--- config.mk ---
export PLATFORM = sky130hd
export DESIGN_NAME = mem_access_ctrl_flat
export DESIGN_NICKNAME = d
export VERILOG_FILES = /design/src/rtl/mem_access_ctrl_pkg.sv /design/src/rtl/mem_access_ctrl_if.sv /design/src/rtl/mem_access_ctrl.sv /design/src/flat_wrapper.sv
export SDC_FILE = /design/constraint.sdc
export NUM_CORES = 1
export LEC_CHECK = 0
export ABC_AREA = 1
export CORE_UTILIZATION = 54
export CTS_BUF_LIST = sky130_fd_sc_hd__clkbuf_2
export CTS_CLUSTER_SIZE = 8
export DETAILED_ROUTE_END_ITERATION = 8
export MAX_ROUTING_LAYER = met4
export PLACE_DENSITY = 0.88
export SLEW_MARGIN = 20
export SYNTH_ARGS = -nofsm -noshare
export SYNTH_HDL_FRONTEND = slang
export SYNTH_SLANG_ARGS = --single-unit
--- constraint.sdc ---
create_clock -name clk -period 6.1 [get_ports clk]
set_input_delay 1.525 -clock clk [delete_from_list [all_inputs] [get_ports clk]]
set_output_delay 1.525 -clock clk [all_outputs]
set_load 0.005 [all_outputs]
--- src/rtl/mem_access_ctrl_pkg.sv ---
`default_nettype none
// ============================================================================
// Module   : mem_access_pkg
// Brief    : Shared types and constants for the byte-wide memory access block.
// Revision : 1.0 - initial release
// ============================================================================
package mem_access_pkg;

   localparam int ADDR_W_DEFAULT = 10;
   localparam int MEM_W_DEFAULT  = 8;
   localparam int WORD_W_DEFAULT = 4 * MEM_W_DEFAULT;

   localparam logic SIZE_BYTE = 1'b0;
   localparam logic SIZE_WORD = 1'b1;
   localparam logic RW_READ   = 1'b1;
   localparam logic RW_WRITE  = 1'b0;

   typedef enum logic [1:0] {
      ST_IDLE   = 2'd0,
      ST_SETUP  = 2'd1,
      ST_ACCESS = 2'd2,
      ST_DONE   = 2'd3
   } state_t;

endpackage
`default_nettype wire

--- src/rtl/mem_access_ctrl_if.sv ---
`default_nettype none
// ============================================================================
// Module   : mem_access_ctrl_if
// Brief    : Pipeline request/response bus plus byte-wide memory port.
// Revision : 1.0 - initial release
// ============================================================================
interface mem_access_ctrl_if
   import mem_access_pkg::*;
#(
   parameter int ADDR_W = ADDR_W_DEFAULT,
   parameter int MEM_W  = MEM_W_DEFAULT,
   parameter int WORD_W = WORD_W_DEFAULT
);
   logic              req_valid;
   logic              req_ready;
   logic              req_write;
   logic              req_size;
   logic [ADDR_W-1:0] req_addr;
   logic [WORD_W-1:0] req_wdata;
   logic              resp_valid;
   logic [WORD_W-1:0] resp_rdata;
   logic              resp_err;
   logic              mem_enable;
   logic              mem_readwrite;
   logic [ADDR_W-1:0] mem_address;
   logic [MEM_W-1:0]  mem_datain;
   logic [MEM_W-1:0]  mem_dataout;

   modport slave (
      input  req_valid, req_write, req_size, req_addr, req_wdata, mem_dataout,
      output req_ready, resp_valid, resp_rdata, resp_err,
             mem_enable, mem_readwrite, mem_address, mem_datain
   );

   modport master (
      output req_valid, req_write, req_size, req_addr, req_wdata, mem_dataout,
      input  req_ready, resp_valid, resp_rdata, resp_err,
             mem_enable, mem_readwrite, mem_address, mem_datain
   );
endinterface
`default_nettype wire

--- src/rtl/mem_access_ctrl.sv ---
`default_nettype none
// ============================================================================
// Module   : mem_access_ctrl
// Brief    : Splits 32-bit pipeline loads/stores into big-endian byte accesses.
// Revision : 1.0 - initial release
// ============================================================================
module mem_access_ctrl
   import mem_access_pkg::*;
#(
   parameter int ADDR_W = ADDR_W_DEFAULT,
   parameter int MEM_W  = MEM_W_DEFAULT,
   parameter int WORD_W = 4 * MEM_W
)(
   input  wire logic clk,
   input  wire logic rst_n,
   mem_access_ctrl_if.slave bus
);

   state_t            r_state;
   state_t            w_next;
   logic              r_write;
   logic              r_err;
   logic [1:0]        r_idx;
   logic [1:0]        r_last;
   logic [ADDR_W-1:0] r_base;
   logic [WORD_W-1:0] r_shift;
   logic [WORD_W-1:0] r_rdata;
   logic              w_accept;
   logic              w_misaligned;
   logic              w_last_byte;
   logic              w_busy;
   logic [WORD_W-1:0] w_shift_in;

   assign w_accept     = (r_state == ST_IDLE) && bus.req_valid;
   assign w_misaligned = (bus.req_size == SIZE_WORD) && (bus.req_addr[1:0] != 2'b00);
   assign w_last_byte  = (r_idx == r_last);
   assign w_busy       = (r_state == ST_SETUP) || (r_state == ST_ACCESS);
   assign w_shift_in   = {r_shift[WORD_W-MEM_W-1:0], bus.mem_dataout};

   always_ff @(posedge clk or negedge rst_n) begin
      if (!rst_n) begin
         r_state <= ST_IDLE;
      end else begin
         r_state <= w_next;
      end
   end

   always_comb begin
      w_next = r_state;
      unique case (r_state)
         ST_IDLE:   if (w_accept) w_next = w_misaligned ? ST_DONE : ST_SETUP;
         ST_SETUP:  w_next = ST_ACCESS;
         ST_ACCESS: w_next = w_last_byte ? ST_DONE : ST_SETUP;
         ST_DONE:   w_next = ST_IDLE;
         default:   w_next = ST_IDLE;
      endcase
   end

   // One shift register serves both directions: stores shift data out of the
   // top byte, loads shift memory bytes in from the bottom (big-endian order).
   always_ff @(posedge clk or negedge rst_n) begin
      if (!rst_n) begin
         r_write <= 1'b0;
         r_err   <= 1'b0;
         r_idx   <= 2'd0;
         r_last  <= 2'd0;
         r_base  <= '0;
         r_shift <= '0;
         r_rdata <= '0;
      end else if (w_accept) begin
         r_write <= bus.req_write;
         r_err   <= w_misaligned;
         r_idx   <= 2'd0;
         r_last  <= (bus.req_size == SIZE_WORD) ? 2'd3 : 2'd0;
         r_base  <= bus.req_addr;
         if (!bus.req_write) begin
            r_shift <= '0;
         end else if (bus.req_size == SIZE_WORD) begin
            r_shift <= bus.req_wdata;
         end else begin
            r_shift <= {bus.req_wdata[MEM_W-1:0], {(WORD_W-MEM_W){1'b0}}};
         end
      end else if (r_state == ST_ACCESS) begin
         r_shift <= w_shift_in;
         r_idx   <= r_idx + 2'd1;
         if (w_last_byte) begin
            r_rdata <= r_write ? '0 : w_shift_in;
         end
      end
   end

   always_comb begin
      bus.req_ready     = (r_state == ST_IDLE);
      bus.resp_valid    = (r_state == ST_DONE);
      bus.resp_err      = (r_state == ST_DONE) && r_err;
      bus.resp_rdata    = r_rdata;
      bus.mem_enable    = (r_state == ST_ACCESS);
      bus.mem_readwrite = RW_READ;
      bus.mem_address   = '0;
      bus.mem_datain    = '0;
      if (w_busy) begin
         bus.mem_address = r_base + ADDR_W'(r_idx);
         if (r_write) begin
            bus.mem_readwrite = RW_WRITE;
            bus.mem_datain    = r_shift[WORD_W-1 -: MEM_W];
         end
      end
   end

endmodule
`default_nettype wire

--- src/flat_wrapper.sv ---
// flat-port wrapper written by rule: the top's interface ports become plain ports
module mem_access_ctrl_flat import mem_access_pkg::*;
#(
   parameter int ADDR_W = ADDR_W_DEFAULT,
   parameter int MEM_W  = MEM_W_DEFAULT,
   parameter int WORD_W = 4 * MEM_W
)
  (clk, rst_n, bus_req_valid, bus_req_write, bus_req_size, bus_req_addr, bus_req_wdata, bus_mem_dataout, bus_req_ready, bus_resp_valid, bus_resp_rdata, bus_resp_err, bus_mem_enable, bus_mem_readwrite, bus_mem_address, bus_mem_datain);
  mem_access_ctrl_if #(.ADDR_W(ADDR_W), .MEM_W(MEM_W), .WORD_W(WORD_W)) bus_i ();
  input  wire logic clk;
  input  wire logic rst_n;
  input wire logic [$bits(bus_i.req_valid)-1:0] bus_req_valid;
  input wire logic [$bits(bus_i.req_write)-1:0] bus_req_write;
  input wire logic [$bits(bus_i.req_size)-1:0] bus_req_size;
  input wire logic [$bits(bus_i.req_addr)-1:0] bus_req_addr;
  input wire logic [$bits(bus_i.req_wdata)-1:0] bus_req_wdata;
  input wire logic [$bits(bus_i.mem_dataout)-1:0] bus_mem_dataout;
  output wire logic [$bits(bus_i.req_ready)-1:0] bus_req_ready;
  output wire logic [$bits(bus_i.resp_valid)-1:0] bus_resp_valid;
  output wire logic [$bits(bus_i.resp_rdata)-1:0] bus_resp_rdata;
  output wire logic [$bits(bus_i.resp_err)-1:0] bus_resp_err;
  output wire logic [$bits(bus_i.mem_enable)-1:0] bus_mem_enable;
  output wire logic [$bits(bus_i.mem_readwrite)-1:0] bus_mem_readwrite;
  output wire logic [$bits(bus_i.mem_address)-1:0] bus_mem_address;
  output wire logic [$bits(bus_i.mem_datain)-1:0] bus_mem_datain;
  assign bus_i.req_valid = bus_req_valid;
  assign bus_i.req_write = bus_req_write;
  assign bus_i.req_size = bus_req_size;
  assign bus_i.req_addr = bus_req_addr;
  assign bus_i.req_wdata = bus_req_wdata;
  assign bus_i.mem_dataout = bus_mem_dataout;
  assign bus_req_ready = bus_i.req_ready;
  assign bus_resp_valid = bus_i.resp_valid;
  assign bus_resp_rdata = bus_i.resp_rdata;
  assign bus_resp_err = bus_i.resp_err;
  assign bus_mem_enable = bus_i.mem_enable;
  assign bus_mem_readwrite = bus_i.mem_readwrite;
  assign bus_mem_address = bus_i.mem_address;
  assign bus_mem_datain = bus_i.mem_datain;
  mem_access_ctrl #(.ADDR_W(ADDR_W), .MEM_W(MEM_W), .WORD_W(WORD_W)) u_core (.clk(clk), .rst_n(rst_n), .bus(bus_i));
endmodule
# ---- Word-level counts from Yosys, hierarchy flattened
# Cells that the tools add are included.
dict set report totals {
  ff_bits 82
  in_bits 55
  word_cells 41
  out_inout_bits 55
}
dict set report classes {
  reduce_logical 8
  eq_ne 5
  add_sub_neg 2
  mux 17
  bitwise_logic 1
}
# op n
set op_table {}
lappend op_table {{32-bit two-way mux} 5}
lappend op_table {{8-bit two-way mux} 2}
lappend op_table {{2-bit two-way mux} 6}
lappend op_table {{10-bit by 2-bit adder with 10-bit output} 1}
lappend op_table {{10-bit two-way mux} 1}
lappend op_table {{2-bit case mux with 4 select lines} 1}
lappend op_table {{2-bit == test (second input constant)} 2}
lappend op_table {{2-bit nonzero test} 2}
lappend op_table {{1-bit logical AND} 3}
lappend op_table {{3-bit AND reduction} 1}
lappend op_table {{2-bit by 1-bit adder with 2-bit output (second input constant)} 1}
lappend op_table {{2-bit by 1-bit == test with 1-bit output (second input constant)} 1}
lappend op_table {{2-bit == test} 1}
lappend op_table {{2-bit logical NOT} 1}
lappend op_table {{1-bit two-way mux} 2}
lappend op_table {{2-bit by 1-bit != test with 1-bit output (second input constant)} 1}
lappend op_table {{1-bit logical OR} 1}
lappend op_table {{1-bit NOT} 1}

# ---- Longest topological paths before layout
# Gate-level depths: netlist of run 1.
dict set report depth {
  depth_word 5
  mapped_depth 10
  depth_no_buf 10
}

# ---- Least setup slack after synthesis of run 1
# OpenSTA, ideal clock, no wires.
dict set report synth_path {
  kind {reg-to-output}
  from {reg u_core.r_idx[0]}
  to {out bus_mem_address[8]}
  path_buffers 0
  arrival_time_ps 1540
  path_stages_with_launch 11
  slack_ps 3035
  required_ps 4575
  path_cell_list {dfrtp_1 > ha_1 > inv_1 > fa_1 > inv_1 > nand2_1 > nor2_1 > nand2_1 > clkinv_1 > a21oi_1 > nor2_1}
}
dict set report synth_between {
  elab_chain_len 2
}
# element line
set synth_rtl {}
lappend synth_rtl {{start, declared} mem_access_ctrl.sv:23} ;# logic [1:0] r_idx;
lappend synth_rtl {{start signal, assigned} mem_access_ctrl.sv:85} ;# r_idx <= r_idx + 2'd1;
lappend synth_rtl {{10-bit by 2-bit adder with 10-bit output} mem_access_ctrl.sv:102} ;# bus.mem_address = r_base + ADDR_W'(r_idx);
lappend synth_rtl {{10-bit two-way mux} mem_access_ctrl.sv:101} ;# if (w_busy) begin
lappend synth_rtl {{end, declared} flat_wrapper.sv:24} ;# output wire logic [$bits(bus_i.mem_address)-1:0] bus_mem_address;
# No other way between the ends.

# ---- Worst setup path in the final report of run 1
# Ends and elaborated chain as after synthesis.

==> flow_summary_export.csv, run 1 <==
group,metric,value,unit
finish,area_growth,28.0,%
power,p_switching,1.12,mW
synthesis,ys_types,30,
timing,setup_viol,0,
clocking,clk_pin_slew,0.25,ns
die,fp.dieArea,8060,um2
synthesis,synth_warnings,0,
clocking,postCtsSetupBuffers,0,
worst_setup_path,critPathKind,"flop to primary output",
placed_design,portBuffers,109,
drt,drtIter0Drc,291,
global_route,grt_overflow,0,
finish,drive_gt1_share,10.7,%
power,power.leakage,2.42,nW
timing,rsz0062_at_grt,"no",
power,pwr-share-comb,50.7,%
drt,num_vias,3831,
synthesis,yosys.area_share.simple,23.9,%
synthesis,synth_fp_nets,549,
synthesis,synth_compound_area_share,16.7,%
clocking,clkSinkCount,81,
clocking,tritoncts,"done",
global_route,antenna_found_initial,0,
finish,fin_area,5330,um2
drt,routed_wl,11000,um
finish,final_cells,686,
die,initial_utilization,56.5,%
die,die_y,89.8,um
clocking,numCtsBuffers,9,
timing,tightest_slew,0.988,ns
synthesis,netlist_area,4160,um2
clocking,cts_max_path_buffers,2,
timing,slew_headroom,33.9,%
worst_setup_path,crit_required,4.58,ns
synthesis,synth_adder_area_share,2.29,%
placed_design,gp_congestion,0.830,
timing,timing.fmax,0.230,GHz
global_route,grt_max_degree,82,
timing,slew_viol_final,0,
placed_design,dp_hpwl,7480,um
drt,firstDrtPassIters,5,
power,power_frac_seq,37.5,%
worst_setup_path,critPathCaptureType,"primary output",
synthesis,synthXorXnorAreaFrac,0,%
run_status,outcome,"complete, no violations",
drt,viasPerCell,5.58,
synthesis,syn_area_per_cell,8.55,um2
drt,drcViolationCount,0,
global_route,grt_util_all_layers,29.1,%
timing,tns,0,ns
synthesis,yosysSeqAreaShare,48.7,%
power,cellPowerDensity,483,nW/um2
finish,antenna_cells,0,
die,ios,110,
die,coreArea,7370,um2
worst_setup_path,start_kind,"flop",
placed_design,dp.cells,670,
worst_setup_path,arrival,2.83,ns
clocking,ctsHoldBuffers,0,
timing,hold_viol,0,
power,vdd_drop_max,0.235,mV
hold_path,hold_path_class,"flop to flop",
clocking,cts_resized,0,
power,switching_share,43.6,%
power,internal-power,1.45,mW
timing,finalClockSkew,0.0241,ns
flow_run,drv_cap,0,
timing,post-route-period-util,71.3,%
global_route,grt_pass1_wl,18100,um
synthesis,synth_mux_area_share,0,%
synthesis,synth_top_family_by_area,"simple AND/OR/NAND/NOR gates",
clocking,htreeDepth,3,
finish,final_util,72.3,%
placed_design,place_area,5200,um2
timing,layout_min_cycle_time,4.35,ns
worst_setup_path,cp_max_fo,4,
clocking,cts_root_buf,"clkbuf_2",
die,fp.dieW,89.8,um
global_route,grt_pass1_vias,3766,
synthesis,synth_seq_cells,81,
synthesis,synth_cells,487,
power,clockPowerShare,11.8,%
drt,ant_nets,0,
die,core.rowCount,31,
drt,wl_per_cell,16.0,um
finish,fin_nets,644,
clocking,clk_latency,0.54,ns
layer usage:
| layer | wire, um | GRT usage [%] | share of wire [%] |
|---|---|---|---|
| met1 | 4510 | 38.7 | 41 |
| met2 | 5270 | 45.3 | 48 |
| met3 | 893 | 4.57 | 8.2 |
| met4 | 271 | 11.2 | 2.5 |
| met5 | 0 | - | 0 |
worst max-delay path: stages, from the launching register on:
cell,delay [ns]
dfrtp_1,0.48
ha_1,0.22
inv_1,0.08
fa_1,0.37
inv_1,0.08
nand2_1,0.06
nor2_1,0.17
nand2_1,0.10
clkinv_1,0.08
a21oi_1,0.06
nor2_1,0.09
clkdlybuf4s50_1,0.50
per-stage QoR:
step	total power [mW]	hold WS [ns]	setup WS, ns
finish	2.57	0.506	1.75
detailed placement	2.26	0.468	2.41
global route	2.76	0.529	1.60
floorplan	1.73	0.450	3.03
CTS	2.57	0.514	1.77
global placement	2.20	0.466	2.50
cell families (layout without fill, tap and decap cells):
kind of cell / count (synthesis) / after routing
AO/OA/AOI/OAI: 130 / 130
adder cells (fa/ha/maj): 7 / 7
buffers and inverters: 68 / 168
flip-flops: 81 / 81
AND/OR/NAND/NOR: 201 / 201
power by group through the flow:
stage	logic (mW)	registers (mW)	clock network (mW)
2_1_floorplan	0.788	0.939	0
3_3_place_gp	1.24	0.962	0
3_5_place_dp	1.29	0.975	0
4_1_cts	1.30	0.963	0.305
5_1_grt	1.44	0.994	0.321
6_report	1.30	0.965	0.302
registers in the layout, indices dropped and copies added (netlist names):
register               flops
u_core.r_write             1
u_core.r_shift            32
u_core.r_err               1
u_core.r_state             2
u_core.bus.resp_rdata     32
u_core.r_last              1
u_core.r_base             10
u_core.r_idx               2
Yosys cell counts, drive strengths merged:
cell	instances	share of area [%]
clkbuf	5	0.45
buf	23	4.3
a22oi	9	1.6
nor2	48	5.3
a21oi	34	4.1
fa	1	0.48
a31oi	1	0.15
nand4	1	0.15
o21bai	1	0.18
inv	39	3.5
dfrtp	81	49
o211ai	1	0.18
clkinv	1	0.090
ha	6	1.8
nor3	2	0.24
nand2	116	11
a21o	1	0.18
nand3	34	7.7
o21ai	83	10
layout by cell type (no fill, tap or decap), types with 2 or more instances in the layout:
master | Yosys | final
nand2_1 | 115 | 115
clkdlybuf4s50_1 | 0 | 108
dfrtp_1 | 81 | 81
nor2_1 | 44 | 44
o21ai_0 | 43 | 43
o21ai_1 | 38 | 38
a21oi_1 | 34 | 34
inv_1 | 33 | 33
nand3_2 | 30 | 30
a22oi_1 | 9 | 9
clkbuf_2 | 0 | 9
inv_2 | 6 | 6
ha_1 | 6 | 6
nand3_1 | 4 | 4
nor2_4 | 3 | 3
clkinv_4 | 0 | 3
buf_4 | 3 | 3
nor3_1 | 2 | 2
cell type report:
cell class | instances | area [um2]
Inverter | 40 | 150
Timing Repair Buffer | 112 | 1110
Sequential cell | 81 | 2030
Fill cell | 570 | 2040
Multi-Input combinational cell | 338 | 1790
Tap cell | 99 | 124
Clock buffer | 9 | 45.0
Clock inverter | 7 | 80.1
worst paths after layout:
path                                   startpoint                       end  slack [ns]  cells after the start
worst max-delay path              u_core.r_idx[0]        bus_mem_address[8]        1.75                     11
worst min-delay path                 u_core.r_err              u_core.r_err        0.51                      1
worst max register to register  u_core.r_state[0]        u_core.r_shift[22]        3.68                      9
worst min register to register       u_core.r_err              u_core.r_err        0.51                      1
max in group asynchronous                   rst_n          u_core.r_base[8]        4.60                      1
min in group asynchronous                   rst_n  u_core.bus.resp_rdata[0]        0.97                      1
Note: power is estimated with default switching activity, not from simulation.
==> inputs of run 2 (changes only) <==
--- a/config.mk
+++ b/config.mk
@@ -6,12 +6,12 @@
 export NUM_CORES = 1
 export LEC_CHECK = 0
 export ABC_AREA = 1
-export CORE_UTILIZATION = 54
+export CORE_UTILIZATION = 46
 export CTS_BUF_LIST = sky130_fd_sc_hd__clkbuf_2
 export CTS_CLUSTER_SIZE = 8
 export DETAILED_ROUTE_END_ITERATION = 8
 export MAX_ROUTING_LAYER = met4
-export PLACE_DENSITY = 0.88
+export PLACE_DENSITY = 0.79
 export SLEW_MARGIN = 20
 export SYNTH_ARGS = -nofsm -noshare
 export SYNTH_HDL_FRONTEND = slang
==> constraint.sdc (replaced) <==
create_clock -name clk -period 3.8 [get_ports clk]
set_input_delay 0.95 -clock clk [delete_from_list [all_inputs] [get_ports clk]]
set_output_delay 0.95 -clock clk [all_outputs]
set_load 0.005 [all_outputs]
==> run 2 against run 1 <==
  * Cell area grew 0.12%
  * Cell count grew 1.3%
  * Largest cell class unchanged
  * Clock-buffer cell count grew 1
  * Sequential power grew 61%
==> flow_summary_export.csv, run 2 (synthesized netlist as in run 1, its figures left out) <==
group,metric,value,unit
die,fp.dieW,97.1,um
run_status,outcome,"complete, no violations",
worst_setup_path,critPathCaptureType,"primary output",
worst_setup_path,cp_max_fo,4,
placed_design,portBuffers,109,
clocking,clkSinkCount,81,
drt,num_vias,3698,
worst_setup_path,critPathKind,"flop to primary output",
power,power_frac_seq,38.1,%
die,initial_utilization,47.7,%
power,finalPower,4.06,mW
timing,rsz0062_at_grt,"no",
timing,post-route-period-util,95.9,%
global_route,grt_pass1_vias,3695,
finish,multi_input_area,1790,um2
drt,drcViolationCount,0,
power,cellPowerDensity,762,nW/um2
global_route,grt_util_all_layers,24.8,%
power,pwr-share-comb,50.8,%
die,fp.dieArea,9430,um2
finish,drive_gt1_share,10.9,%
finish,fillers,769,
die,coreArea,8720,um2
worst_setup_path,critPathCapture,"bus_mem_address[6]",
power,internal-power,2.32,mW
worst_setup_path,critical-path-slowest-cell,"clkdlybuf4s50_1",
worst_setup_path,slowest_delay,0.52,ns
clocking,htreeDepth,3,
timing,hold_viol,0,
drt,drtIter0Drc,190,
worst_setup_path,reg2reg_depth,6,
finish,layout_commonest_cell,"nand2_1",
global_route,grt_pass1_wl,18200,um
global_route,grt_max_degree,82,
drt,routed_wl,10800,um
finish,final-seq-area,2030,um2
worst_setup_path,cp-startpoint,"u_core.r_idx[0]",
timing,slew_headroom,35.5,%
clocking,numCtsBuffers,9,
power,power.leakage,2.43,nW
power,p_switching,1.74,mW
die,ios,110,
finish,final_cell_mix,"nand2_1, clkdlybuf4s50_1, dfrtp_1",
worst_setup_path,r2r_end,"u_core.bus.resp_rdata[16]",
drt,wl_per_cell,15.5,um
timing,slew_viol_final,0,
clocking,tritoncts,"done",
worst_setup_path,cpMostUsedCell,"inv_1",
clocking,cts_max_path_buffers,2,
clocking,clk_pin_slew,0.21,ns
power,vdd_drop_max,0.349,mV
worst_setup_path,reg2reg_slack,1.58,ns
placed_design,gp_congestion,0.827,
placed_design,dp_hpwl,7380,um
clocking,clk_latency,0.53,ns
finish,area_growth,28.1,%
worst_setup_path,arrival,2.69,ns
hold_path,hold_path_class,"input port to async pin",
finish,fin_area,5330,um2
timing,setup_viol,0,
timing,finalClockSkew,0.0374,ns
finish,antenna_cells,0,
timing,layout_min_cycle_time,3.64,ns
timing,timing.fmax,0.274,GHz
die,die_y,97.1,um
drt,ant_nets,0,
power,switching_share,42.8,%
placed_design,place_area,5210,um2
power,clockPowerShare,11.2,%
finish,fin_nets,645,
drt,firstDrtPassIters,4,
worst_setup_path,cp_cell_sequence,"ha_2 > inv_1 > fa_1 > inv_1 > nand2_1 > nor2_2 > a21oi_1 > nor3_1 > clkdlybuf4s50_1",
global_route,antenna_found_initial,0,
worst_setup_path,start_kind,"flop",
global_route,grt_overflow,0,
clocking,ctsHoldBuffers,0,
timing,tightest_slew,0.964,ns
die,core.rowCount,34,
drt,viasPerCell,5.32,
flow_run,drv_cap,0,
worst_setup_path,crit_required,2.85,ns
clocking,cts_root_buf,"clkbuf_2",
timing,tns,0,ns
finish,final_util,61.1,%
worst_setup_path,timing.rr.start,"u_core.r_state[0]",
run 2: changes by cell type in the layout (fill, tap and decap cells not counted), sizes merged:
cell / change
clkbuf: +1
clkinv: -2
clkdlybuf4s50: -1
buf: +1
dlymetal6s2s: +1
run 2: metrics by stage:
step           instances  hold WS, ns  setup slack (ns)
2_1_floorplan        487        0.450              1.31
3_3_place_gp         679        0.464             0.754
3_5_place_dp         679        0.470             0.658
4_1_cts              694        0.515            0.0547
5_1_grt              695        0.434            0.0269
6_report             695        0.423             0.157
run 2: what timing repair did:
item | 4_1_cts | 5_1_grt
resized for setup | 0 | 3
setup endpoints to repair | 0 | 2
setup buffers | 0 | 1
run 2: critical path, delay by kind of cell, from the launching register on:
family | cells | cell delay (ns)
DFF | 1 | 0.48
adders and majority gates | 2 | 0.59
AOI/OAI and AO/OA | 1 | 0.08
and+or+nand+nor | 3 | 0.35
buffers and inverters | 3 | 0.67
run 2: worst min path at each step:
stage	end	slack (ns)
finish	u_core.r_err	0.42
global route	u_core.r_err	0.43
CTS	u_core.r_err	0.51
detailed placement	u_core.r_err	0.47
global placement	u_core.r_err	0.46
floorplan	u_core.r_err	0.45
run 2: final cells by class:
type | instances | area share (%)
Tap cell | 108 | 2.53
Clock buffer | 10 | 0.939
Clock inverter | 5 | 1.03
Sequential cell | 81 | 38.0
Timing Repair Buffer | 113 | 21.1
Inverter | 40 | 2.82
Multi-Input combinational cell | 338 | 33.6
run 2: layer usage:
layer,part of all wire [%],wire [um],track usage [%],up-vias
met1,44,4730,32.2,1769
met5,0,0,-,-
li1,-,-,-,1791
met4,1.5,162,6.54,0
met2,49,5240,39.3,119
met3,5.9,631,5.68,19
run 2: power by group through the flow:
stage               sequential (mW)  clock [mW]  combinational (mW)
floorplan                      1.51           0                1.26
global placement               1.55           0                2.01
detailed placement             1.56           0                2.07
CTS                            1.54       0.461                2.08
global route                   1.59       0.488                2.31
finish                         1.55       0.453                2.06
==> inputs of run 3 (changes only) <==
--- a/config.mk
+++ b/config.mk
@@ -6,10 +6,12 @@
 export NUM_CORES = 1
 export LEC_CHECK = 0
 export ABC_AREA = 1
-export CORE_UTILIZATION = 46
+export CORE_MARGIN = 5
+export CORE_UTILIZATION = 60
 export CTS_BUF_LIST = sky130_fd_sc_hd__clkbuf_2
 export CTS_CLUSTER_SIZE = 8
 export DETAILED_ROUTE_END_ITERATION = 8
+export DONT_BUFFER_PORTS = 1
 export MAX_ROUTING_LAYER = met4
 export PLACE_DENSITY = 0.79
 export SLEW_MARGIN = 20
==> run 3 against run 2 <==
  * Global-route usage grew 0.67 points
  * First-iteration DRC count rose by 24%
  * Combinational power fell by 27%
  * Die area shrank 7.7%
  * Sequential share of layout area rose by 9.5 points
  * Critical path type unchanged
  * Highest routed layer unchanged
==> flow_summary_export.csv, run 3 (synthesized netlist as in run 1, its figures left out) <==
group,metric,value,unit
clocking,numCtsBuffers,9,
power,finalPower,3.75,mW
worst_setup_path,timing.rr.start,"u_core.r_state[0]",
drt,wl_met1,4490,um
timing,finalClockSkew,0.0342,ns
die,coreArea,6760,um2
clocking,clk_pin_slew,0.24,ns
run_status,outcome,"complete, no violations",
timing,worst_slack,0.492,ns
clocking,ctsHoldBuffers,0,
power,internal-power,2.07,mW
clocking,cts_resized,0,
worst_setup_path,r2r_end,"u_core.bus.resp_rdata[1]",
power,p_switching,1.67,mW
placed_design,pre_cts_ws,1.11,ns
timing,tns,0,ns
worst_setup_path,reg2reg_slack,1.52,ns
power,vdd_drop_max,0.376,mV
worst_setup_path,critPathCaptureType,"primary output",
worst_setup_path,reg2reg_depth,6,
finish,fin_area,4270,um2
die,fp.dieW,93.3,um
placed_design,portBuffers,0,
drt,viasPerCell,6.01,
timing,tightest_slew,0.960,ns
timing,layout_min_cycle_time,3.31,ns
finish,area_growth,2.56,%
power,power.leakage,2.04,nW
drt,ant_nets,0,
worst_setup_path,cp_max_fo,4,
clocking,clkSinkCount,81,
timing,hold_viol,0,
flow_run,drv_cap,0,
drt,drtIter0Drc,236,
finish,final_cell_mix,"nand2_1, dfrtp_1, nor2_1",
finish,final-seq-area,2030,um2
finish,fin_nets,535,
finish,layout_commonest_cell,"nand2_1",
drt,firstDrtPassIters,6,
clocking,postCtsSetupBuffers,0,
worst_setup_path,critPathKind,"flop to primary output",
finish,multi_input_area,1790,um2
clocking,tritoncts,"done",
die,ios,110,
timing,post-route-period-util,87.1,%
clocking,cts_max_path_buffers,2,
finish,final_util,63.2,%
global_route,antenna_found_initial,0,
clocking,cts_root_buf,"clkbuf_2",
finish,fillers,600,
worst_setup_path,arrival,2.36,ns
drt,wl_per_cell,18.8,um
drt,drcViolationCount,0,
placed_design,place_area,4090,um2
placed_design,gp_congestion,0.878,
global_route,grt_overflow,0,
power,clockPowerShare,17.6,%
global_route,grt_pass1_wl,16800,um
power,power_frac_seq,42.2,%
hold_path,hold_path_class,"input port to async pin",
finish,drive_gt1_share,13.0,%
worst_setup_path,crit_required,2.85,ns
power,switching_share,44.7,%
timing,setup_viol,0,
drt,routed_wl,10500,um
drt,top_layer_used,"met4",
timing,timing.fmax,0.302,GHz
die,fp.dieArea,8700,um2
drt,dr_wl_met2,4820,um
power,pwr-share-comb,40.2,%
die,core.rowCount,30,
placed_design,dp_hpwl,7150,um
drt,num_vias,3356,
worst_setup_path,start_kind,"flop",
global_route,grt_max_degree,82,
timing,slew_headroom,35.8,%
global_route,grt_util_all_layers,25.4,%
global_route,grt_pass1_vias,3251,
power,cellPowerDensity,878,nW/um2
drt,wl_met3,953,um
timing,rsz0062_at_grt,"no",
timing,slew_viol_final,0,
finish,antenna_cells,0,
die,die_y,93.3,um
clocking,htreeDepth,3,
die,initial_utilization,61.6,%
clocking,clk_latency,0.53,ns
==> run 3: power groups by stage <==
stage	clock (mW)	sequential, mW	combinational, mW
final	0.659	1.58	1.51
after floorplan	0	1.51	1.26
after CTS	0.662	1.58	1.51
after global routing	0.698	1.64	1.71
after global placement	0	1.58	1.45
after detailed placement	0	1.60	1.50
==> run 3: how the worst max path moves through the flow <==
stage | start | cells past startpoint | end | slack, ns
floorplan | u_core.r_idx[0] | 10 | bus_mem_address[8] | 1.31
global placement | u_core.r_idx[0] | 10 | bus_mem_address[8] | 1.21
detailed placement | u_core.r_idx[0] | 10 | bus_mem_address[8] | 1.11
CTS | u_core.r_idx[0] | 10 | bus_mem_address[8] | 0.48
global route | u_core.r_idx[0] | 10 | bus_mem_address[8] | 0.25
finish | u_core.r_idx[0] | 10 | bus_mem_address[8] | 0.49
==> run 3: worst max-delay path, cell delays in order, from the launching register on <==
cell and delay (ns):
dfrtp_1 0.48, ha_1 0.23, inv_1 0.09, fa_1 0.37, inv_1 0.08, nand2_1 0.06, nor2_1 0.17, nand2_1 0.10
clkinv_1 0.07, a21oi_1 0.06, nor2_1 0.12
==> run 3: routing by layer <==
metal	up-vias	track usage, %
met1	1617	35.2
met2	150	36.6
met4	0	10.1
met3	21	5.55
li1	1568	-
met5	-	-
==> run 3: metrics by stage <==
stage          hold WS, ns  instances
6_report            0.0700        558
3_5_place_dp         0.474        542
3_3_place_gp         0.461        542
2_1_floorplan        0.450        487
4_1_cts             0.0412        558
5_1_grt             0.0287        558
==> run 3: area by class of cell <==
cell class | count | area share (%)
clock buffers | 11 | 1.29
clock inverters | 5 | 2.99
inverters | 40 | 3.52
multi-input cells | 338 | 41.8
flip-flops and latches | 81 | 47.5
well taps | 80 | 2.35
repair buffers | 3 | 0.528
